===== config.mk =====
export PLATFORM = sky130hd
export DESIGN_NAME = ddr2_host_master
export DESIGN_NICKNAME = d
export VERILOG_FILES = /design/src/rtl/ddr2_host_pkg.sv /design/src/rtl/ddr2_host_master.sv
export SDC_FILE = /design/constraint.sdc
export NUM_CORES = 1
export LEC_CHECK = 0
export BUFFER_PORTS_ARGS = -buffer_cell sky130_fd_sc_hd__buf_4
export CAP_MARGIN = 5
export CORE_MARGIN = 2
export CORE_UTILIZATION = 30
export DETAILED_ROUTE_END_ITERATION = 8
export GPL_TIMING_DRIVEN = 0
export PLACE_DENSITY_LB_ADDON = 0.1
export SETUP_SLACK_MARGIN = 0.4
export SYNTH_ARGS = -nofsm -noshare
export SYNTH_HDL_FRONTEND = slang
export SYNTH_SLANG_ARGS = --single-unit

===== constraint.sdc =====
create_clock -name CLK -period 1.9 [get_ports CLK]
set_input_delay 0.285 -clock CLK [delete_from_list [all_inputs] [get_ports CLK]]
set_output_delay 0.285 -clock CLK [all_outputs]
set_load 0.005 [all_outputs]

===== src/rtl/ddr2_host_pkg.sv =====
// Shared constants, opcodes, FSM states and beat-count helper for the DDR2 host master.
package ddr2_host_pkg;

  localparam int ADDR_W = 25;
  localparam int DATA_W = 16;
  localparam int FC_W   = 7;
  localparam int CMD_W  = 3;

  localparam logic [CMD_W-1:0] OP_NOP = 3'd0;
  localparam logic [CMD_W-1:0] OP_SCR = 3'd1;
  localparam logic [CMD_W-1:0] OP_SCW = 3'd2;
  localparam logic [CMD_W-1:0] OP_BLR = 3'd3;
  localparam logic [CMD_W-1:0] OP_BLW = 3'd4;

  typedef enum logic [2:0] {
    S_INIT,
    S_WAIT_RDY,
    S_IDLE,
    S_WDATA,
    S_ISSUE,
    S_FETCH
  } state_t;

  // Single accesses move one word; bursts move 8*(sz+1) words.
  function automatic logic [5:0] beat_count(input logic [CMD_W-1:0] cmd,
                                            input logic [1:0] sz);
    logic [2:0] blocks;
    blocks = {1'b0, sz} + 3'd1;
    if (cmd == OP_BLR || cmd == OP_BLW) return {blocks, 3'b000};
    return 6'd1;
  endfunction

endpackage


===== src/rtl/ddr2_host_master.sv =====
// Host-side master for a DDR2 controller: init sequencing, write-data staging,
// command issue and read-return tracking with address check and timeout.
module ddr2_host_master
  import ddr2_host_pkg::*;
#(
  parameter int TIMEOUT_CYC = 1024,
  parameter int DATA_HWM    = 62
) (
  input  logic              CLK,
  input  logic              RESET_N,
  input  logic              req_valid,
  output logic              req_ready,
  input  logic [CMD_W-1:0]  req_cmd,
  input  logic [1:0]        req_sz,
  input  logic [ADDR_W-1:0] req_addr,
  input  logic              wr_valid,
  output logic              wr_ready,
  input  logic [DATA_W-1:0] wr_data,
  output logic              rsp_valid,
  output logic [DATA_W-1:0] rsp_data,
  output logic [ADDR_W-1:0] rsp_addr,
  output logic              rsp_last,
  output logic              err_timeout,
  output logic              err_addr,
  output logic              err_illegal,
  output logic              INITDDR,
  output logic [CMD_W-1:0]  CMD,
  output logic [1:0]        SZ,
  output logic [ADDR_W-1:0] ADDR,
  output logic              cmd_put,
  output logic [DATA_W-1:0] DIN,
  output logic              put_dataFIFO,
  output logic              FETCHING,
  input  logic              READY,
  input  logic              NOTFULL,
  input  logic [FC_W-1:0]   FILLCOUNT,
  input  logic              VALIDOUT,
  input  logic [DATA_W-1:0] DOUT,
  input  logic [ADDR_W-1:0] RADDR
);

  localparam int TW = $clog2(TIMEOUT_CYC + 1);

  state_t            state;
  logic [5:0]        cnt;
  logic [5:0]        n_q;
  logic [ADDR_W-1:0] exp_addr;
  logic [TW-1:0]     tmo;
  logic              last_beat;
  logic              is_wr;

  assign is_wr        = (CMD == OP_SCW) || (CMD == OP_BLW);
  assign last_beat    = VALIDOUT && (cnt == 6'd1);
  assign req_ready    = (state == S_IDLE);
  assign wr_ready     = (state == S_WDATA) && (FILLCOUNT < FC_W'(DATA_HWM));
  assign put_dataFIFO = wr_valid && wr_ready;
  assign DIN          = put_dataFIFO ? wr_data : '0;
  assign cmd_put      = (state == S_ISSUE) && NOTFULL;
  // Drops in the very cycle the final beat is presented so the controller stops early.
  assign FETCHING     = (state == S_FETCH) && !last_beat;

  always_ff @(posedge CLK or negedge RESET_N) begin
    if (!RESET_N) begin
      state       <= S_INIT;
      cnt         <= '0;
      n_q         <= '0;
      exp_addr    <= '0;
      tmo         <= '0;
      INITDDR     <= 1'b0;
      CMD         <= '0;
      SZ          <= '0;
      ADDR        <= '0;
      rsp_valid   <= 1'b0;
      rsp_data    <= '0;
      rsp_addr    <= '0;
      rsp_last    <= 1'b0;
      err_timeout <= 1'b0;
      err_addr    <= 1'b0;
      err_illegal <= 1'b0;
    end else begin
      rsp_valid <= 1'b0;
      rsp_last  <= 1'b0;
      case (state)
        S_INIT: begin
          INITDDR <= 1'b1;
          state   <= S_WAIT_RDY;
        end
        S_WAIT_RDY: begin
          INITDDR <= 1'b0;
          if (READY) state <= S_IDLE;
        end
        S_IDLE: begin
          if (req_valid) begin
            case (req_cmd)
              OP_NOP: ;
              OP_SCR, OP_BLR, OP_SCW, OP_BLW: begin
                CMD   <= req_cmd;
                SZ    <= req_sz;
                ADDR  <= req_addr;
                n_q   <= beat_count(req_cmd, req_sz);
                cnt   <= beat_count(req_cmd, req_sz);
                state <= (req_cmd == OP_SCW || req_cmd == OP_BLW) ? S_WDATA : S_ISSUE;
              end
              default: err_illegal <= 1'b1;
            endcase
          end
        end
        S_WDATA: begin
          if (put_dataFIFO) begin
            cnt <= cnt - 6'd1;
            if (cnt == 6'd1) state <= S_ISSUE;
          end
        end
        S_ISSUE: begin
          if (NOTFULL) begin
            if (is_wr) begin
              state <= S_IDLE;
            end else begin
              state    <= S_FETCH;
              exp_addr <= ADDR;
              cnt      <= n_q;
              tmo      <= '0;
            end
          end
        end
        S_FETCH: begin
          if (VALIDOUT) begin
            rsp_valid <= 1'b1;
            rsp_data  <= DOUT;
            rsp_addr  <= RADDR;
            rsp_last  <= last_beat;
            if (RADDR != exp_addr) err_addr <= 1'b1;
            exp_addr <= exp_addr + 1'b1;
            cnt      <= cnt - 6'd1;
            tmo      <= '0;
            if (last_beat) state <= S_IDLE;
          end else if (tmo == TW'(TIMEOUT_CYC - 1)) begin
            err_timeout <= 1'b1;
            state       <= S_IDLE;
          end else begin
            tmo <= tmo + 1'b1;
          end
        end
        default: state <= S_INIT;
      endcase
    end
  end

endmodule

==> impl_summary.md <==
Setup path
The length in cells of the worst reg-to-reg path is 5. The startpoint of the worst register-to-register path is cnt[4]. The kind of capture point of the worst setup path is a flop. The class of the most critical setup path is reg -> reg.

Along the worst path, the maximum fanout reaches 3. The setup slack of the worst register-to-register path is -0.17 ns. The data required time at the worst endpoint is 2.20 ns.

The kind of start point of the critical path is a flop. The end of the worst register-to-register path is state[2]. The arrival time of the worst setup path is 2.37 ns.

CTS
TritonCTS built the clock tree. The number of sinks on the clock net is 126. The clock buffer count from CTS is 17. In this run the clock root is driven by a sky130_fd_sc_hd__clkbuf_16. The later pin in the worst-skew pair is clocked with a latency of 0.42 ns. The maximum root-to-sink buffer count is 2. The count of H-tree levels built during CTS is 4. After clock tree synthesis, the clock-pin slew on the worst setup and hold paths is 0.06 ns.

Routing
The DRC violation total after the first TritonRoute iteration is 317. The total number of vias is 6147. In this run the remaining antenna-violating nets after routing total 0. After detailed routing, the number of vias per cell comes to 5.12. The average detailed-routed wire length per instance is 18.3 um. The first detailed-routing pass took 4 iterations. The number of DRC violations after detailed routing is 0.

Wires add up to 22000 um.

Floorplanning
The initial utilization of the core area, before any placement, comes to 0.304. The floorplan row count is 53. The number of placed I/O pins is 199. The horizontal die dimension is 149 um.

The core area is 20900 um^2. The floorplan step defined a die boundary enclosing 22300 um^2. The die is 149 um tall.

Pwr
In this run the static leakage power is 5.09 nW. Dividing total power by cell area gives a power density of 1470 nW/um^2. Summing internal, switching and leakage power gives 0.0165 W. VDD sags by at most 0.755 mV.

Placed design
The count of port buffers added during placement is 197. Summing all placed instances gives a cell area of 8540 um^2. The routability-driven placement congestion ratio is 0.821. The HPWL reported at the end of detailed placement is 14300 um. The post-placement worst setup slack is -0.350 ns.

Cells and area
The final design instance area without fill is 11200 um^2. The layout has 1793 filler cells. The layout overhead on the synthesized area is 76.4%. 0 antenna diodes ended up in the layout. Of the cells placed in the final design, the portion with a size suffix greater than 1 is 0.623.

The net count of the finished layout is 1020.

Synthesis
The register bit count reported by yosys is 126. By area the synthesized netlist is led by sky130_fd_sc_hd__dfrtp_1, sky130_fd_sc_hd__mux2_2, sky130_fd_sc_hd__a21oi_1, sky130_fd_sc_hd__o21ai_0, sky130_fd_sc_hd__nand2_1. Yosys mapped a number of flops with a built-in enable equal to 0. The total of warnings raised by yosys is 0. The main flop type after synthesis is sky130_fd_sc_hd__dfrtp_1.

The library cell occupying the most area in the post-synthesis netlist is sky130_fd_sc_hd__dfrtp_1. Summing every instance area after synthesis gives 6350 um^2. The share of the Yosys chip area taken by registers is 0.497. Counting every net in the synthesized netlist gives 704. Counting every instance in the synthesized netlist gives 598. The mean instance size in the synthesized netlist is 10.6 um^2.

The netlist uses 59 different library cells. The share of synthesized registers carrying an async set or reset is 1.00. The share of synthesized area in the top cell type comes to 0.497.

Hold path
The startpoint identified for the worst hold timing path is req_addr[20]. The path class of the tightest hold or removal check is in -> reg. The endpoint of the worst hold-timing path is ADDR[20]. The instance count along the most critical hold path is 2.

Timing
On the final layout, the worst clock skew is 0.0120 ns. Hold timing on the final database bottoms out at a slack of 0.101 ns. The final count of pins violating max slew was 0. The relative slew slack is 0.458. Timing would allow up to 482 MHz. The number of hold-slack violations in the final timing report was 0. Setup repair after global routing could not meet its margin everywhere. In the post-route analysis, the smallest setup slack over all paths is -0.175 ns. The pin slew with the least headroom to its limit is 0.813 ns.

The period utilization is 1.09. Setup violations remaining at the end of the flow were counted as 76. The minimum clock period after layout is 2.07 ns.

Run
The max-cap violation count is 0.

Global routing
The overall global routing resource usage is 0.191. The initial antenna violation count is 0. After global routing the overflow that remains totals 0.

The number of global-route vias before repair was 6301. The first global-routing pass estimated 33400 um of wire. The pin count of the biggest net entering global routing is 67.

Status
The run finished, with violations left. The checks that failed: negative setup slack.
==> how the worst max path moves through the flow <==
stage                   from          end  slack [ns]  cells past startpoint
floorplan           state[1]       tmo[2]        0.06                      7
global placement    state[1]  exp_addr[4]       -0.33                      7
detailed placement  state[1]  exp_addr[4]       -0.35                      7
CTS                   cnt[3]     FETCHING       -0.17                      4
global route        state[0]     state[2]       -0.23                      6
finish                cnt[4]     state[2]       -0.17                      5
==> cells in the final DEF (no fill, tap or decap), types with 4 or more instances in the layout <==
cell type and count:
sky130_fd_sc_hd__mux2_4 42, sky130_fd_sc_hd__o22ai_1 5, sky130_fd_sc_hd__clkinvlp_4 6, sky130_fd_sc_hd__dfrtp_1 119
sky130_fd_sc_hd__nand2_2 8, sky130_fd_sc_hd__clkbuf_16 24, sky130_fd_sc_hd__and2_1 6, sky130_fd_sc_hd__nor3_1 7
sky130_fd_sc_hd__nand3_1 14, sky130_fd_sc_hd__mux2_2 29, sky130_fd_sc_hd__a21oi_1 15, sky130_fd_sc_hd__buf_16 6
sky130_fd_sc_hd__nand2_4 4, sky130_fd_sc_hd__buf_4 231, sky130_fd_sc_hd__nor2_1 22, sky130_fd_sc_hd__a21oi_4 4
sky130_fd_sc_hd__clkbuf_8 5, sky130_fd_sc_hd__buf_6 53, sky130_fd_sc_hd__a21oi_2 21, sky130_fd_sc_hd__buf_8 8
sky130_fd_sc_hd__and3_1 6, sky130_fd_sc_hd__nor2_4 7, sky130_fd_sc_hd__clkbuf_4 4, sky130_fd_sc_hd__nor2_2 5
sky130_fd_sc_hd__inv_1 8, sky130_fd_sc_hd__nand3_2 6, sky130_fd_sc_hd__o21ai_1 13, sky130_fd_sc_hd__nand4_1 12
sky130_fd_sc_hd__buf_12 11, sky130_fd_sc_hd__o21ai_2 10, sky130_fd_sc_hd__dfrtp_2 7, sky130_fd_sc_hd__o21ai_0 9
sky130_fd_sc_hd__xor2_1 16, sky130_fd_sc_hd__a22o_1 6, sky130_fd_sc_hd__xnor2_1 12, sky130_fd_sc_hd__clkinv_2 4
sky130_fd_sc_hd__and2_4 15, sky130_fd_sc_hd__nand2_1 27, sky130_fd_sc_hd__o21a_1 7
==> timing repair <==
action | CTS | global route
pin swaps | 65 | 37
hold buffers | 1 | 0
endpoints found under the setup margin | 144 | 145
resized for setup | 226 | 86
cloned | 12 | 2
buffers inserted | 60 | 24
endpoints found under the hold margin | 60 | 0
==> cells by family after synthesis <==
| group | Yosys count | share of synthesized area |
|---|---|---|
| compound gates | 141 | 0.144 |
| xor+xnor | 29 | 0.0400 |
| fa+ha+maj | 5 | 0.00986 |
| buf+inv | 42 | 0.0284 |
| flops | 126 | 0.497 |
| mux | 72 | 0.128 |
| simple gates | 183 | 0.153 |
==> layout make-up <==
cell class                 count  area [um^2]  share of cell area
timing repair buffer         296         2640               0.236
buffer                        33          488              0.0436
multi-input combinational    431         3970               0.355
sequential                   126         3160               0.282
tap                          275          344              0.0307
clock inverter                11         95.1             0.00849
inverter                       9         50.0             0.00447
clock buffer                  20          447              0.0399
==> flip-flops by register name (all words and copies together) (netlist names), 2 cells and up <==
name and count:
cnt 6, rsp_data 16, SZ 2, exp_addr 25, n_q 4, rsp_addr 25, CMD 3, ADDR 25
state 3, tmo 11
==> power breakdown <==
part | internal, W | switching (W) | leakage, nW | total [W]
Combinational | 0.00488 | 0.00346 | 3.29 | 0.00835
Clock | 0.00181 | 0.00120 | 0.250 | 0.00301
Sequential | 0.00392 | 0.00124 | 1.55 | 0.00516
Total | 0.0106 | 0.00590 | 5.09 | 0.0165
==> metrics by stage <==
step           TNS [ns]  cells   util
2_1_floorplan         0    598      -
3_3_place_gp      -7.60   1070  0.407
3_5_place_dp      -8.69   1071  0.409
4_1_cts           -4.83   1175  0.509
5_1_grt          -11.79   1201  0.536
6_report          -6.95   1201  0.536
==> cells in the mapped netlist (all sizes together) (2+ instances only) <==
cell / number
o21a: 7
o31ai: 6
a21oi: 40
clkbuf: 19
o32ai: 2
nand2b: 4
or3: 6
a32oi: 3
xor2: 16
o211ai: 2
or2: 2
and2: 21
xnor2: 13
nand3: 21
a2bb2oi: 4
nor4: 8
and4: 2
o41ai: 5
dfrtp: 126
mux2: 71
a22o: 6
o22a: 3
nor3: 10
ha: 5
or4: 4
a21o: 2
and3: 6
a31oi: 5
o21ai: 34
nand4: 12
inv: 9
nor2: 33
nand2: 41
nor3b: 6
buf: 14
o22ai: 8
a211oi: 7
==> layer usage <==
metal	vias to the layer above	GRT usage	routed length, um	part of all wire
met5	-	0	0	0
met4	0	0.0557	392	0.018
met3	34	0.0424	1330	0.060
met2	237	0.319	10800	0.49
met1	3036	0.250	9510	0.43
li1	2840	-	-	-
==> worst max-delay path, stage by stage (launching register included) <==
cell                      delay, ns
sky130_fd_sc_hd__dfrtp_1       0.38
sky130_fd_sc_hd__or3_4         0.41
sky130_fd_sc_hd__nor3b_4       0.31
sky130_fd_sc_hd__a21oi_2       0.10
sky130_fd_sc_hd__or3_4         0.41
sky130_fd_sc_hd__a221o_1       0.34
No activity file was read; power rests on OpenSTA's default activity.
